File: src/rtl/aq32_bus_interconnect.sv
// aq32 CPU-to-slave interconnect.
// The CPU address is decoded against NUM_SLAVES base/mask windows, and a one-hot
// slave strobe is driven for the window that hits. The block inserts the read wait
// state for registered block-RAM slaves and replicates byte-wide read data onto all
// four lanes. Unmapped accesses and slaves that stay stalled too long are reported
// on m_error.
//
// Handshake: the CPU raises m_strobe and holds m_addr/m_wren stable while m_wait is
// high. The transaction completes in the cycle where m_strobe && !m_wait. If m_error
// is set in that cycle, the access failed and m_rddata is 0. If m_strobe drops before
// completion, the transaction is aborted and the interconnect is idle on the next cycle.
module aq32_bus_interconnect #(
    parameter int                         NUM_SLAVES = 6,
    parameter logic [32*NUM_SLAVES-1:0]   SLV_BASE   = '0,
    parameter logic [32*NUM_SLAVES-1:0]   SLV_MASK   = '0,
    parameter logic [NUM_SLAVES-1:0]      SYNC_RD    = '0,
    parameter logic [NUM_SLAVES-1:0]      BYTE_RD    = '0,
    parameter int                         TIMEOUT    = 1023
) (
    input  logic                         clk,
    input  logic                         reset_n,
    input  logic [31:0]                  m_addr,
    input  logic                         m_wren,
    input  logic                         m_strobe,
    output logic                         m_wait,
    output logic [31:0]                  m_rddata,
    output logic                         m_error,
    output logic [NUM_SLAVES-1:0]        s_strobe,
    input  logic [NUM_SLAVES-1:0]        s_wait,
    input  logic [32*NUM_SLAVES-1:0]     s_rddata,
    output logic [1:0]                   dbg_state
);

    // The counter is one bit wide even when the timeout is disabled (TIMEOUT == 0).
    localparam int CW = (TIMEOUT > 0) ? $clog2(TIMEOUT + 1) : 1;

    typedef enum logic [1:0] {
        S_IDLE   = 2'd0,
        S_SYNC   = 2'd1,
        S_ACCESS = 2'd2,
        S_ERR    = 2'd3
    } state_t;

    state_t                  state, state_nxt;
    logic [CW-1:0]           cnt, cnt_nxt, cnt_inc;
    logic                    hit, sel_sync, sel_byte, sel_wait, timeout_hit;
    logic [31:0]             sel_data;
    logic [NUM_SLAVES-1:0]   sel_onehot;
    logic                    wait_o, error_o;
    logic [31:0]             rd_o;
    logic [NUM_SLAVES-1:0]   strobe_o;

    // Address decode. The loop scans from high to low index, so the lowest matching window wins.
    always_comb begin
        hit        = 1'b0;
        sel_sync   = 1'b0;
        sel_byte   = 1'b0;
        sel_wait   = 1'b0;
        sel_data   = '0;
        sel_onehot = '0;
        for (int k = NUM_SLAVES - 1; k >= 0; k--) begin
            if ((m_addr & SLV_MASK[32*k +: 32]) == SLV_BASE[32*k +: 32]) begin
                hit           = 1'b1;
                sel_sync      = SYNC_RD[k];
                sel_byte      = BYTE_RD[k];
                sel_wait      = s_wait[k] & ~SYNC_RD[k];
                sel_data      = s_rddata[32*k +: 32];
                sel_onehot    = '0;
                sel_onehot[k] = 1'b1;
            end
        end
    end

    // Saturating wait counter increment, and detection of an expired timeout.
    always_comb begin
        cnt_inc     = (&cnt) ? cnt : cnt + 1'b1;
        timeout_hit = (TIMEOUT != 0) && (state == S_ACCESS) && (cnt == CW'(TIMEOUT));
    end

    // State and wait-counter register.
    always_ff @(posedge clk or negedge reset_n) begin
        if (!reset_n) begin
            state <= S_IDLE;
            cnt   <= '0;
        end else begin
            state <= state_nxt;
            cnt   <= cnt_nxt;
        end
    end

    // Next-state logic. When strobe is low, the transaction is aborted and the counter is cleared.
    always_comb begin
        state_nxt = state;
        cnt_nxt   = cnt;
        if (!m_strobe) begin
            state_nxt = S_IDLE;
            cnt_nxt   = '0;
        end else begin
            case (state)
                S_IDLE: begin
                    if (!hit) begin
                        state_nxt = S_ERR;
                    end else if (sel_sync) begin
                        state_nxt = m_wren ? S_IDLE : S_SYNC;
                    end else if (sel_wait) begin
                        state_nxt = S_ACCESS;
                        cnt_nxt   = cnt_inc;
                    end else begin
                        state_nxt = S_IDLE;
                        cnt_nxt   = '0;
                    end
                end
                S_SYNC: begin
                    state_nxt = S_IDLE;
                end
                S_ACCESS: begin
                    if (timeout_hit || !sel_wait) begin
                        state_nxt = S_IDLE;
                        cnt_nxt   = '0;
                    end else begin
                        cnt_nxt   = cnt_inc;
                    end
                end
                S_ERR: begin
                    state_nxt = S_IDLE;
                end
                default: begin
                    state_nxt = S_IDLE;
                    cnt_nxt   = '0;
                end
            endcase
        end
    end

    // Output decode. While reset is low, all outputs are forced to 0.
    always_comb begin
        wait_o   = 1'b0;
        error_o  = 1'b0;
        rd_o     = '0;
        strobe_o = '0;
        if (m_strobe) begin
            case (state)
                S_IDLE: begin
                    if (!hit)          wait_o = 1'b1;
                    else if (sel_sync) wait_o = !m_wren;
                    else               wait_o = sel_wait;
                end
                S_SYNC:   wait_o = 1'b0;
                S_ACCESS: begin
                    if (timeout_hit) error_o = 1'b1;
                    else             wait_o  = sel_wait;
                end
                S_ERR:    error_o = 1'b1;
                default:  wait_o  = 1'b0;
            endcase
            if (hit && (state != S_ERR) && !timeout_hit) begin
                strobe_o = sel_onehot;
                if (!m_wren)
                    rd_o = sel_byte ? {4{sel_data[7:0]}} : sel_data;
            end
        end
        m_wait    = wait_o & reset_n;
        m_error   = error_o & reset_n;
        m_rddata  = reset_n ? rd_o : 32'h0;
        s_strobe  = reset_n ? strobe_o : '0;
        dbg_state = state;
    end

endmodule

File: config.mk
export PLATFORM = sky130hd
export DESIGN_NAME = aq32_bus_interconnect
export DESIGN_NICKNAME = d
export VERILOG_FILES = /design/src/rtl/aq32_bus_interconnect.sv
export SDC_FILE = /design/constraint.sdc
export NUM_CORES = 1
export LEC_CHECK = 0
export CORE_AREA = 2 2 106 108
export CTS_CLUSTER_SIZE = 8
export DETAILED_ROUTE_END_ITERATION = 8
export DIE_AREA = 0 0 108 110
export SYNTH_ARGS = -nofsm -noshare
export SYNTH_HDL_FRONTEND = slang
export SYNTH_SLANG_ARGS = --single-unit
File: constraint.sdc
create_clock -name clk -period 2.9 [get_ports clk]
set_input_delay 0.435 -clock clk [delete_from_list [all_inputs] [get_ports clk]]
set_output_delay 0.435 -clock clk [all_outputs]
set_load 0.005 [all_outputs]
==> results of run 1 <==
[kinds of logic (layout without fill, tap and decap cells)]
logic type	count (synthesis)	count (layout)
buffers and inverters	19	85
adder cells (fa/ha/maj)	1	1
multiplexers	2	2
AO/OA/AOI/OAI	22	22
flip-flops	11	11
other	1	6
AND/OR/NAND/NOR	65	65
[per-stage QoR]
step                utilization  worst slack [ns]  area, sq um  instances
detailed placement        0.174             0.200         1860        328
CTS                       0.178             0.190         1910        332
finish                    0.178             0.221         1910        332
global route              0.178             0.144         1910        332
floorplan                     -              1.15         1060        126
global placement          0.174             0.190         1860        328
[cell type report]
type / instances / area [sq um]
repair buffers: 78 / 778
inverters: 3 / 11.3
clock buffers: 4 / 45.0
well taps: 140 / 175
multi-input cells: 96 / 622
flip-flops and latches: 11 / 275
fillers: 1192 / 8790
[worst max path at each step]
stage | to | slack, ns | depth (start not counted)
global placement | m_rddata[26] | 0.19 | 6
finish | m_rddata[23] | 0.22 | 6
detailed placement | m_rddata[28] | 0.20 | 6
floorplan | m_error | 1.15 | 5
global route | m_rddata[23] | 0.14 | 6
CTS | m_rddata[23] | 0.19 | 6
[placed cells by master (no fill, tap or decap), types with 3 or more instances in the layout]
| master | n |
|---|---|
| nand4_1 | 5 |
| a41oi_1 | 4 |
| clkbuf_8 | 3 |
| nor2_1 | 4 |
| a211oi_1 | 3 |
| clkdlybuf4s50_1 | 72 |
| a21oi_1 | 5 |
| nand2_1 | 4 |
| and2_1 | 33 |
| buf_4 | 5 |
| nor3_1 | 3 |
| conb_1 | 6 |
| inv_1 | 3 |
| nand3_1 | 7 |
| dfrtp_1 | 11 |
[routing by layer]
layer  vias to the layer above  share of wire  track usage
li1                        562              -            -
met1                       555           0.44       0.0714
met2                        64           0.43       0.0993
met3                         4           0.12       0.0235
met4                         0         0.0076       0.0165
met5                         -              0            0
[state kept, by name, indices dropped and copies added (netlist names)]
register / flops
cnt: 10
dbg_state: 1
[worst max-delay path, stage by stage]
cell and delay [ns]:
clkdlybuf4s50_1 0.57, nand3b_1 0.15, a41oi_4 0.22, buf_12 0.18
and2_1 0.16, clkdlybuf4s50_1 0.53
[power by group through the flow]
stage	clock, mW	combinational, mW	sequential [mW]
after floorplan	0	0.0340	0.161
after global placement	0	0.116	0.162
after detailed placement	0	0.116	0.162
after CTS	0.154	0.117	0.160
after global routing	0.165	0.124	0.160
final	0.152	0.115	0.160
==> metrics.md, run 1 <==
| Metric | Value |
|---|---|
| Top cells by area, synth | dfrtp_1 (26%), and2_1 (20%), buf_6 (5.4%) |
| Status | finished clean |
| Root Buffer | clkbuf_8 |
| Peak Freq | between 0.3 and 0.4 GHz |
| Cells after synthesis | ~120 |
| RR Startpoint | cnt[0] |
| Vias | 1185 |
| Cts hold-fix bufs | 0 |
| R2R setup slack | 1.18 ns |
| Register area share after synthesis | 0.265 |
| Hold Crit Endpoint | cnt[6] |
| Cell row count | 38 |
| Hold Violations, Final | 0 |
| Total global routing overflow | 0 |
| Setup Buffers After CTS | 0 |
| Critical path arrival | 2.24 ns |
| Crit Path Class | in -> out |
| Yosys top cell by area | dfrtp_1 |
| Mux contribution to synthesized area | 0.0217 |
| Final worst-path cycle share | 0.924 |
| Post-detail-place hpwl | 3.19 mm |
| Post-Syn Area | 0.00104 sq mm |
| Avg WL per Cell | 11.5 um |
| Logic gate share of total power | 0.269 |
| Clock transition at path regs | 0.05 ns |
| Gp weighted congestion | 0.806 |
| R2R depth | 5 |
| HP Start | cnt[6] |
| Via/cell ratio | 3.57 |
| Share of cells above drive strength 1 | 0.0677 |
| Post-route antenna net violation count | 0 |
| Post-route minimum period | about 2.7 ns |
| Synth top area share | 0.265 |
| Internal power | 0.331 mW |
| Yosys warnings | 0 |
| DIE AREA | ~0.012 sq mm |
| Clock Skew | 0.00275 ns |
| Diodes inserted | 0 |
| DR pass1 iterations | 4 |
| Clock tree buffer depth | 2 |
| Switching power share of the total | 0.223 |
| Chip width | 108 um |
| Worst setup startpoint | reset_n |
| H-tree levels | 1 |
| Setup repair after global routing missed its margin | no |
| Clock latency on the worst-skew pair | between 0.2 and 0.25 ns |
| Maximum VDD drop | about 0.068 mV |
| First-pass GRT wire length | 5.55 mm |
| Port Buf Inserts | 72 |
| Initial antenna violation count | 0 |
| Total track usage | 0.0596 |
| IO Pins | 276 |
| Avg Inst Size Synth | 8.59 sq um |
| Total design power | 0.426 mW |
| Synth Flop Type | dfrtp_1 |
| Worst setup SP type | input pin |
| LEAKAGE | about 0.7 nW |
| Count of final max-slew check failures | 0 |
| Starting density of the core | 0.0972 |
| Number of flops mapped to enable cells by yosys | 0 |
| Hold Path Depth | 1 |
| Synthesized flop and latch total | 11 |
| Core Region | around 0.011 sq mm |
| Resized Gates After CTS | 0 |
| Routed wire length | roughly 3.8 mm |
| Asr flop ratio synth | 1.00 |
| Setup TNS | 0 ns |
| Critical Path RT | 2.47 ns |
| Nets | roughly 430 |
| # clock sinks | 11 |
| Number of DRC markers in iteration 0 | 55 |
| Most numerous cell in the Yosys netlist | and2_1 |
| TritonCTS clock tree | done |
| Compound-cell area share of the yosys netlist | 0.174 |
| DRC Markers | 0 |
| Simple-gate portion of the synthesized area | 0.368 |
| Net Switching | 0.0951 mW |
| Clock network power share | 0.356 |
| Max cap viols | 0 |
| Power Dens Cells | around 220 mW/mm^2 |
| Vias in the first global route | 1118 |
| Worst min path class | reg -> reg |
| Synth unique cells | 34 |
| Adder-cell area share of the yosys netlist | 0.0120 |
| Top post-synthesis cells by count | and2_1 (33), dfrtp_1 (11), nand3_1 (7) |
| Largest net degree at the start of global routing | 33 |
| Final setup vio count | 0 |
| XOR/XNOR share of the synthesized area | 0 |
| Hold slack | between 0.5 and 0.6 ns |
| CP max FO | 32 |
| Largest family of logic cells by synthesized area | simple AND/OR/NAND/NOR gates |
| Layout area overhead | 83.4% |
| Reg power frac | 0.376 |
| Worst R2R End | cnt[1] |
| Die Span Y | 110 um |
| Inserted Clock Buffers | 3 |
| CP endpoint kind | primary output |
(Power assumes the default switching activity.)
==> inputs of run 2 (changes only) <==
PLACE_DENSITY = 0.64   (was not set)
==> run 2 against run 1 <==
Register-to-register slack better by 0.02 ns. Largest cell class unchanged. Combinational power about the same. First-iteration DRC count shrank 44%. Largest power group unchanged. Final cell count is the same. Clock skew up 0.0030 ns.
==> metrics.md, run 2 (synthesis gave the netlist of run 1 again) <==
| Metric | Value |
|---|---|
| DRT met1 WL | 1.78 mm (was 1.68 mm) |
| # clock sinks | 11 (unchanged) |
| Vias in the first global route | 1098 (was 1118) |
| Gp weighted congestion | 0.814 (was 0.806) |
| Post-detail-place hpwl | 3.37 mm (was 3.19 mm) |
| Commonest non-fill, non-tap cells in the layout | clkdlybuf4s50_1 (72), and2_1 (33), dfrtp_1 (11), nand3_1 (7), conb_1 (6) (unchanged) |
| LEAKAGE | 0.684 nW (unchanged) |
| Number of DRC markers in iteration 0 | 31 (was 55) |
| Die Span Y | 110 um (unchanged) |
| Inserted Clock Buffers | 3 (unchanged) |
| Commonest non-fill, non-tap cell in the layout | clkdlybuf4s50_1 (unchanged) |
| Final setup vio count | 0 (unchanged) |
| Final core occ | 0.178 (unchanged) |
| Status | finished clean (unchanged) |
| CP max FO | 32 (unchanged) |
| Routed wire length | 3.96 mm (was 3.83 mm) |
| Diodes inserted | 0 (unchanged) |
| Peak Freq | 0.372 GHz (was 0.373 GHz) |
| Metal3 WL | 681 um (was 461 um) |
| DIE AREA | 0.0119 sq mm (unchanged) |
| Core Region | 0.0107 sq mm (unchanged) |
| Chip width | 108 um (unchanged) |
| Clock tree buffer depth | 2 (unchanged) |
| Worst setup SP type | input pin (unchanged) |
| TritonCTS clock tree | done (unchanged) |
| Setup Buffers After CTS | 0 (unchanged) |
| Share of cells above drive strength 1 | 0.0677 (unchanged) |
| Critical Path RT | 2.47 ns (about the same) |
| Cts hold-fix bufs | 0 (unchanged) |
| Met2 wire len | 1.46 mm (was 1.66 mm) |
| Largest net degree at the start of global routing | 33 (unchanged) |
| Via/cell ratio | 3.52 (was 3.57) |
| Initial antenna violation count | 2 (was 0) |
| Total global routing overflow | 0 (unchanged) |
| Resized Gates After CTS | 0 (unchanged) |
| Highest layer used for signal routing | met4 (unchanged) |
| Maximum VDD drop | 0.0653 mV (was 0.0684 mV) |
| Total design power | 0.436 mW (was 0.426 mW) |
| Hold Violations, Final | 0 (unchanged) |
| Clock Skew | 0.00571 ns (was 0.00275 ns) |
| Worst min path class | reg -> reg (unchanged) |
| IO Pins | 276 (unchanged) |
| Setup TNS | 0 ns (unchanged) |
| Nets | 428 (unchanged) |
| Largest register FFs | 10 (unchanged) |
| H-tree levels | 1 (unchanged) |
| Post-route antenna net violation count | 0 (unchanged) |
| Power Dens Cells | 229 mW/mm^2 (was 223 mW/mm^2) |
| First-pass GRT wire length | 5.58 mm (was 5.55 mm) |
| Cell row count | 38 (unchanged) |
| Total track usage | 0.0636 (was 0.0596) |
| Clock transition at path regs | 0.05 ns (about the same) |
| Max cap viols | 0 (unchanged) |
| Count of final max-slew check failures | 0 (unchanged) |
| Layout area overhead | 83.4% (unchanged) |
| Clock latency on the worst-skew pair | 0.25 ns (was 0.24 ns) |
| Critical path arrival | 2.25 ns (was 2.24 ns) |
| Hold slack | 0.589 ns (was 0.576 ns) |
| FILL cells | 1200 (was 1192) |
| CP endpoint kind | primary output (unchanged) |
| Biggest register | cnt (unchanged) |
| Starting density of the core | 0.0972 (unchanged) |
| Fin cells | 332 (unchanged) |
| Root Buffer | clkbuf_8 (unchanged) |
| Port Buf Inserts | 72 (unchanged) |
| DRC Markers | 0 (unchanged) |
| Vias | 1168 (was 1185) |
| Placed Cells incl. Taps | 328 (unchanged) |
| Crit Path Class | in -> out (unchanged) |
| Final worst-path cycle share | 0.927 (was 0.924) |
| Setup repair after global routing missed its margin | no (unchanged) |
| Post-route minimum period | 2.69 ns (was 2.68 ns) |
| Avg WL per Cell | 11.9 um (was 11.5 um) |
| DR pass1 iterations | 4 (unchanged) |
-- run 2: cell counts in the layout (fill, tap and decap cells not counted) --
Identical to the previous run, type by type.
-- run 2: layout make-up --
cell class              count  area, sq um  share of cell area
repair buffers             78          778               0.408
multi-input cells          96          622               0.326
flip-flops and latches     11          275               0.144
well taps                 140          175              0.0919
clock buffers               4         45.0              0.0236
inverters                   3         11.3             0.00591
-- run 2: path summary, 6_finish.rpt --
path / startpoint / to / slack (ns) / cells past startpoint
max: reset_n / m_rddata[2] / 0.21 / 6
min: cnt[6] / cnt[6] / 0.59 / 1
max reg2reg: cnt[7] / cnt[7] / 1.20 / 4
min reg2reg: cnt[6] / cnt[6] / 0.59 / 1
max in group asynchronous: reset_n / cnt[4] / 2.10 / 2
min in group asynchronous: reset_n / cnt[1] / 0.65 / 2
-- run 2: per-layer routing --
metal  vias to the layer above  global-route usage
met4                         0              0.0165
li1                        565                   -
met3                         3              0.0323
met1                       513              0.0823
met5                         -                   0
met2                        87              0.0934
-- run 2: worst max-delay path: stages --
cell	delay, ns
clkdlybuf4s50_1	0.57
nand3b_1	0.15
a41oi_4	0.22
buf_12	0.18
and2_1	0.18
clkdlybuf4s50_1	0.51
-- run 2: power breakdown --
group | leakage [nW] | internal [mW] | switching [mW]
Combinational | 0.510 | 0.0787 | 0.0373
Clock | 0.0228 | 0.0969 | 0.0635
Sequential | 0.152 | 0.156 | 0.00394
Total | 0.684 | 0.331 | 0.105
-- run 2: stage by stage --
step           setup WS [ns]  area [sq um]
6_report               0.211          1910
4_1_cts                0.187          1910
5_1_grt                0.143          1910
3_5_place_dp           0.182          1860
3_3_place_gp           0.213          1860
2_1_floorplan           1.15          1060
